$ cat src/rtl/ahb_bus_arbiter.sv
// Three-master AHB arbiter: round-robin grant with burst protection, bus
// lock and a tenure limit; drives the address-mux and write-data-mux selects.
module ahb_bus_arbiter #(
  parameter logic [1:0]  MASTER1    = 2'b00,
  parameter logic [1:0]  MASTER2    = 2'b01,
  parameter logic [1:0]  MASTER3    = 2'b10,
  parameter int unsigned MAX_TENURE = 16
) (
  input  logic       hclk,
  input  logic       hreset,
  input  logic [2:0] hbusreq,
  input  logic [2:0] hlock,
  input  logic [1:0] htrans,
  input  logic       hready,
  output logic [2:0] hgrant,
  output logic [1:0] hmaster,
  output logic [1:0] hmaster_data,
  output logic       hmastlock
);

  localparam int unsigned CNT_W   = 8;
  localparam int unsigned IDX_W   = 2;
  localparam logic [1:0]  TR_BUSY = 2'b01;
  localparam logic [1:0]  TR_SEQ  = 2'b11;
  localparam logic [CNT_W-1:0] CNT_MAX   = '1;
  localparam logic [CNT_W-1:0] CNT_LIMIT = CNT_W'(MAX_TENURE - 1);

  // Round-robin pointer holds the index (0..2) of the last master that won.
  logic [IDX_W-1:0] rr_ptr;
  logic [IDX_W-1:0] rr_ptr_nxt;
  logic [CNT_W-1:0] tenure_cnt;
  logic [CNT_W-1:0] tenure_cnt_nxt;

  logic [IDX_W-1:0] owner_idx;
  logic [IDX_W-1:0] grant_idx_nxt;
  logic [IDX_W-1:0] win_idx;
  logic             win_hit;
  logic             owner_req;
  logic             owner_lock;
  logic             others_req;
  logic             rearb_ok;
  logic             lock_hold;
  logic             tenure_out;
  logic [2:0]       masked_req;

  // Map a master index onto its hmaster encoding.
  function automatic logic [1:0] enc_master(input logic [IDX_W-1:0] idx);
    case (idx)
      2'd1:    enc_master = MASTER2;
      2'd2:    enc_master = MASTER3;
      default: enc_master = MASTER1;
    endcase
  endfunction

  // Arbitration decision and tenure bookkeeping for the next hready edge.
  always_comb begin
    owner_idx      = 2'd0;
    win_idx        = 2'd0;
    win_hit        = 1'b0;
    grant_idx_nxt  = 2'd0;
    rr_ptr_nxt     = rr_ptr;
    tenure_cnt_nxt = tenure_cnt;

    if (hgrant[1])      owner_idx = 2'd1;
    else if (hgrant[2]) owner_idx = 2'd2;

    owner_req  = hbusreq[owner_idx];
    owner_lock = hlock[owner_idx];
    others_req = |(hbusreq & ~hgrant);
    rearb_ok   = hready && (htrans != TR_BUSY) && (htrans != TR_SEQ);
    lock_hold  = owner_req && owner_lock;
    tenure_out = (tenure_cnt >= CNT_LIMIT);

    masked_req = hbusreq;
    if (tenure_out && !owner_lock) masked_req[owner_idx] = 1'b0;

    // Scan starting at the master after the pointer, wrapping 3 -> 1.
    for (int i = 1; i <= 3; i++) begin
      if (!win_hit && masked_req[(int'(rr_ptr) + i) % 3]) begin
        win_hit = 1'b1;
        win_idx = IDX_W'((int'(rr_ptr) + i) % 3);
      end
    end

    grant_idx_nxt = owner_idx;
    if (rearb_ok && !lock_hold) begin
      if (win_hit) begin
        grant_idx_nxt = win_idx;
        if (win_idx != owner_idx) rr_ptr_nxt = win_idx;
      end else if (owner_req) begin
        grant_idx_nxt = owner_idx;
      end else begin
        grant_idx_nxt = 2'd0;
      end
    end

    if (grant_idx_nxt != owner_idx) begin
      tenure_cnt_nxt = '0;
    end else if (others_req) begin
      tenure_cnt_nxt = (tenure_cnt == CNT_MAX) ? tenure_cnt : tenure_cnt + CNT_W'(1);
    end else begin
      tenure_cnt_nxt = '0;
    end
  end

  // Registered grant, selects and lock flag; everything holds while hready=0.
  always_ff @(posedge hclk) begin
    if (hreset) begin
      hgrant       <= 3'b001;
      hmaster      <= MASTER1;
      hmaster_data <= MASTER1;
      hmastlock    <= 1'b0;
      tenure_cnt   <= '0;
      rr_ptr       <= 2'd2;
    end else if (hready) begin
      hgrant       <= 3'b001 << grant_idx_nxt;
      hmaster      <= enc_master(owner_idx);
      hmaster_data <= hmaster;
      hmastlock    <= hlock[owner_idx] & hgrant[owner_idx];
      tenure_cnt   <= tenure_cnt_nxt;
      rr_ptr       <= rr_ptr_nxt;
    end
  end

endmodule

$ cat config.mk
export PLATFORM = sky130hd
export DESIGN_NAME = ahb_bus_arbiter
export DESIGN_NICKNAME = d
export VERILOG_FILES = /design/src/rtl/ahb_bus_arbiter.sv
export SDC_FILE = /design/constraint.sdc
export NUM_CORES = 1
export LEC_CHECK = 0
export BUFFER_PORTS_ARGS = -buffer_cell sky130_fd_sc_hd__buf_4
export CAP_MARGIN = 20
export CORE_ASPECT_RATIO = 0.75
export CORE_MARGIN = 5
export CORE_UTILIZATION = 36
export DETAILED_ROUTE_END_ITERATION = 10
export REMOVE_ABC_BUFFERS = 1
export SKIP_CTS_REPAIR_TIMING = 1
export SLEW_MARGIN = 20
export SYNTH_ARGS = -nofsm -noshare
export SYNTH_HDL_FRONTEND = slang
export SYNTH_SLANG_ARGS = --single-unit
$ cat constraint.sdc
create_clock -name hclk -period 2.81 [get_ports hclk]
set_clock_uncertainty 0.2 [all_clocks]
set_input_delay 0.562 -clock hclk [delete_from_list [all_inputs] [get_ports hclk]]
set_output_delay 0.562 -clock hclk [all_outputs]
set_load 0.03 [all_outputs]
==> results.toml, run 1 <==
[critical_path]
arrival_ps = 2680
reg2reg_from = "tenure_cnt[5]"
worstReg2RegEnd = "rr_ptr[1]"
reg2reg_setup_slack_ps = 90
worstSetupStartpointType = "flip-flop"
path_class = "flip-flop to flip-flop"
cp-end-kind = "flip-flop"
ff2ff_path_depth = 8
path_max_fanout = 7
required_ps = 2770

[final_layout]
diodes = 0
layout.nets = 208
finalInstanceArea_um2 = 1650
final_common_cell = "buf_4"
area_growth_pct = 31.3
seq_area_um2 = 363
instances_no_fill = 233
nFillCells = 340
layout_common_cells = "buf_4 (34), nand2_1 (17), dfxtp_1 (16)"
layout-drive-gt1-share_pct = 29.5
multi_input_area_um2 = 897

[timing]
hold_violations = 0
tightest_slew_ps = 437
slew_headroom_pct = 70.9
max_freq_mhz = 367
min_period_over_period_pct = 96.8
period_needed_ps = 2720
setup_violations = 0
slew_viol_final = 0

[hold_path]
min-delay-start = "tenure_cnt[1]"
hp-class = "flip-flop to flip-flop"
min_to = "tenure_cnt[1]"
min_path_cells = 2

[yosys]
synth_edf_count = 0
synth_top_family_by_area = "simple AND/OR/NAND/NOR gates"
synthMuxAreaShare_pct = 4.89
synthCells = 163
ys_warn_count = 0
synth_seq_cells = 18
synth_cell_types = 45
synth_xor_area_share_pct = 2.00
synthSimpleGateAreaFrac_pct = 31.2
synth.avg_cell_area_um2 = 7.69
synthArstFlopShare_pct = 0
post-synth-top-area-cell = "dfxtp_1"
synth-seq-area-share_pct = 28.7
synth-compound-area-share_pct = 24.8
synth-adder-area-share_pct = 3.79
netlist_area_um2 = 1250
synth_flop_cell = "dfxtp_1"
synth.top_cell.area_share_pct = 28.7
synth_area_leaders = "dfxtp_1 (29%), nand2_1 (5.4%), nor2_1 (4.5%)"

[grt]
grt_pass1_wl_um = 5790
grtUsageTotal_pct = 15.3
grt_pass1_vias = 1260
grt_overflow = 0
grt_max_degree = 19
grt_antenna_before_repair = 0

[place]
hpwlAfterDp_um = 2530
placed_area_um2 = 1510
portBuffers = 17
dp.cells = 227
place_congestion = 0.873

[routing]
routed_wl_um = 3440
viasPerCell = 5.63
dr.pass1.iters = 4
drtIter0Drc = 71
dr_total_vias = 1311
postRouteAntennaNets = 0
drt-wirelength-per-cell_um = 14.8
drc = 0

[floorplanning]
die_y_um = 61.1
start_util_pct = 37.6
core-area_um2 = 3330
ios = 19
chipWidth_um = 78.1
dieArea_um2 = 4770
rows = 18

[pwr]
p_leak_nw = 0.657
power.density_nw_per_um2 = 393
ir_drop_v = 0.000343
power_mw = 0.647

[clock_network]
cts_buffers = 3
htreeDepth = 1
cts.sinks = 18
cts_tree = "built"
insertion_delay_ps = 260
cts-root-buf = "clkbuf_8"
cts_buffer_depth = 2
path_clk_slew_ps = 80

[flow_run]
drv_cap = 0

[run_status]
status = "completed"
==> critical path: stages, from the launching register on <==
cell	delay, ps
dfxtp_2	360
or4_4	540
o211ai_4	230
and2_1	200
o2111ai_4	160
xnor2_1	170
nor3_1	60
a2111o_1	420
a211o_1	300
==> metal layers <==
metal	track usage [%]	part of all wire (%)
met3	3.65	4.0
met2	25.5	45
met4	4.99	1.2
met1	20.0	50
met5	0	0
==> flip-flops by register name, indices dropped and copies added (netlist names) <==
name          cells
tenure_cnt        8
hgrant            3
hmaster           2
hmaster_data      2
rr_ptr            2
hmastlock         1
==> per-stage QoR <==
step                      worst slack [ps]  setup TNS (ps)  hold slack (ps)  util, %
after floorplan                       22.9               0              261        -
after global placement                49.9               0              278     45.4
after detailed placement             -10.9           -18.8              293     45.4
after CTS                            -23.3           -73.7              305     47.0
after global routing                 -19.6           -56.6              322     49.4
final                                 88.8               0              293     49.4
==> area by class of cell <==
type,instances,share of cell area (%)
flip-flops and latches,18,22.0
well taps,40,3.04
inverters,7,1.60
repair buffers,34,15.5
clock buffers,4,3.34
multi-input cells,130,54.5
==> synthesized netlist by cell type (2+ instances only) <==
cell,number
o21ai_1,9
nor3_1,10
nor2_1,15
o211ai_1,2
a211oi_1,3
and3_1,6
clkbuf_1,6
ha_1,3
nor2b_1,3
dfxtp_1,18
a21oi_1,11
and2_1,3
nand3_1,5
inv_1,7
nand2b_1,6
nand2_1,18
a31oi_1,6
mux2i_1,5
==> worst max path at each step <==
stage,startpoint,end,slack (ps),cells past startpoint
floorplan,hgrant[2],tenure_cnt[6],20,9
global placement,tenure_cnt[5],rr_ptr[1],50,8
detailed placement,tenure_cnt[5],tenure_cnt[3],-10,10
CTS,tenure_cnt[5],tenure_cnt[3],-20,10
global route,tenure_cnt[0],tenure_cnt[2],-20,11
finish,tenure_cnt[5],rr_ptr[1],90,8
==> cells by family (layout without fill, tap and decap cells) <==
family / Yosys count / after routing
compound gates: 44 / 44
xor+xnor: 2 / 2
fa+ha+maj: 4 / 4
buf+inv: 15 / 45
flops: 18 / 18
mux: 6 / 6
simple gates: 74 / 74
==> report_power, final <==
group          leakage (nW)  internal [mW]  switching, mW
Combinational         0.481         0.0734         0.0860
Sequential            0.147          0.263        0.00839
Clock                0.0288          0.125         0.0913
No activity file was read; power rests on OpenSTA's default activity.
==> run 2, diff against run 1 <==
--- a/config.mk
+++ b/config.mk
@@ -11,6 +11,8 @@
 export CORE_MARGIN = 5
 export CORE_UTILIZATION = 36
 export DETAILED_ROUTE_END_ITERATION = 10
+export PLACE_DENSITY = 0.61
+export RECOVER_POWER = 100
 export REMOVE_ABC_BUFFERS = 1
 export SKIP_CTS_REPAIR_TIMING = 1
 export SLEW_MARGIN = 20
==> run 2 against run 1 <==
Final area fell by 3.0%. Clock power fell by 2%. Count of clock-buffer cells in the layout did not move. Largest power group unchanged. Highest routed layer unchanged.
==> results.toml, run 2 (synthesized netlist as in run 1, its figures left out) <==
[final_layout]
reg_top3 = "tenure_cnt: 8 flops, hgrant: 3 flops"
final_common_cell = "buf_4"
finalInstanceArea_um2 = 1600
layout_common_cells = "buf_4 (27), nand2_1 (17), dfxtp_1 (17)"
area_growth_pct = 27.3
nFillCells = 331
regMostFlops = "tenure_cnt"
diodes = 0
postLayoutCoreUtil_pct = 47.9
largest_reg_flops = 8
layout.nets = 202
layout-drive-gt1-share_pct = 26.7

[flow_run]
drv_cap = 0

[clock_network]
cts-root-buf = "clkbuf_8"
cts_buffer_depth = 2
cts_buffers = 3
cts_tree = "built"
cts.sinks = 18
htreeDepth = 1
insertion_delay_ps = 250
path_clk_slew_ps = 70

[hold_path]
min_path_cells = 2
min_to = "hmastlock"
min-delay-start = "hmastlock"
hp-class = "flip-flop to flip-flop"

[grt]
grt_pass1_vias = 1194
grt_antenna_before_repair = 0
grt_pass1_wl_um = 5110
grtUsageTotal_pct = 13.3
grt_overflow = 0
grt_max_degree = 19

[critical_path]
arrival_ps = 2680
ff2ff_path_depth = 10
cp-end-kind = "flip-flop"
worstSetupStartpointType = "flip-flop"
worstReg2RegEnd = "tenure_cnt[2]"
path_class = "flip-flop to flip-flop"
reg2reg_setup_slack_ps = 70
reg2reg_from = "tenure_cnt[7]"
required_ps = 2750
path_max_fanout = 6

[routing]
drt-wirelength-per-cell_um = 13.8
dr_total_vias = 1273
wl_met1_um = 1480
drc = 0
postRouteAntennaNets = 0
viasPerCell = 5.61
drtIter0Drc = 85
top_layer = "met4"
dr_wl_met2_um = 1510
wl_met3_um = 147
routed_wl_um = 3140
dr.pass1.iters = 4

[pwr]
swShare_pct = 28.1
combPwrFrac_pct = 23.9
internal_power_mw = 0.453
power.density_nw_per_um2 = 395
ir_drop_v = 0.000304
p_clk_share_pct = 33.4
pwr-share-seq_pct = 42.6
p_leak_nw = 0.635
p_switching_mw = 0.178

[timing]
slew_viol_final = 0
rsz0062_at_grt = "yes"
setup_violations = 0
max_freq_mhz = 365
hold_violations = 0
min_period_over_period_pct = 97.4
whs_ps = 292
slew_headroom_pct = 67.7
setup_ws_ps = 72.0
tightest_slew_ps = 484
period_needed_ps = 2740

[run_status]
status = "completed"

[floorplanning]
die_y_um = 61.1
ios = 19
rows = 18
core-area_um2 = 3330
start_util_pct = 37.6
dieArea_um2 = 4770
chipWidth_um = 78.1

[place]
placed_area_um2 = 1460
portBuffers = 17
place_congestion = 0.830
hpwlAfterDp_um = 2330
pre_cts_ws_ps = -26.8
==> run 2: per-layer routing <==
layer / vias up / track usage, %
met5: - / 0
met4: 0 / 2.49
met3: 2 / 4.09
met2: 35 / 24.4
met1: 590 / 15.9
li1: 646 / -
==> run 2: power by group through the flow <==
stage          clock network [mW]  logic (mW)  registers [mW]
3_3_place_gp                    0       0.133           0.276
5_1_grt                     0.230       0.166           0.270
4_1_cts                     0.218       0.137           0.270
6_report                    0.211       0.151           0.269
2_1_floorplan                   0      0.0752           0.286
3_5_place_dp                    0       0.137           0.276
==> run 2: worst max-delay path by stage <==
stage,from,to,slack [ps],cells past startpoint
CTS,tenure_cnt[1],tenure_cnt[7],-40,10
floorplan,hgrant[2],tenure_cnt[6],20,9
global placement,tenure_cnt[1],tenure_cnt[7],80,10
global route,rr_ptr[0],tenure_cnt[2],-50,11
detailed placement,tenure_cnt[1],tenure_cnt[7],-30,10
finish,tenure_cnt[7],tenure_cnt[2],70,10
==> run 2: critical path, stage by stage (launching register included) <==
cell and delay (ps):
dfxtp_4 360, or4_4 570, o211ai_4 250, nand2_1 100
a31oi_2 230, nand2_2 150, a311oi_2 370, nor3_4 100
buf_6 140, nand4b_1 90, a31oi_1 80
==> run 2: area by class of cell <==
type	count	area, um^2	share of cell area (%)
timing repair buffer	28	214	13.4
multi-input combinational	130	887	55.6
inverter	7	26.3	1.65
sequential	18	364	22.8
tap	40	50.0	3.13
clock buffer	4	55.1	3.45
==> run 2: metrics by stage <==
step	setup TNS (ps)	cells	total power, mW
final	0	227	0.631
after global routing	-196	227	0.666
after CTS	-41.0	224	0.625
after detailed placement	-26.8	220	0.413
after global placement	0	220	0.409
after floorplan	0	155	0.362
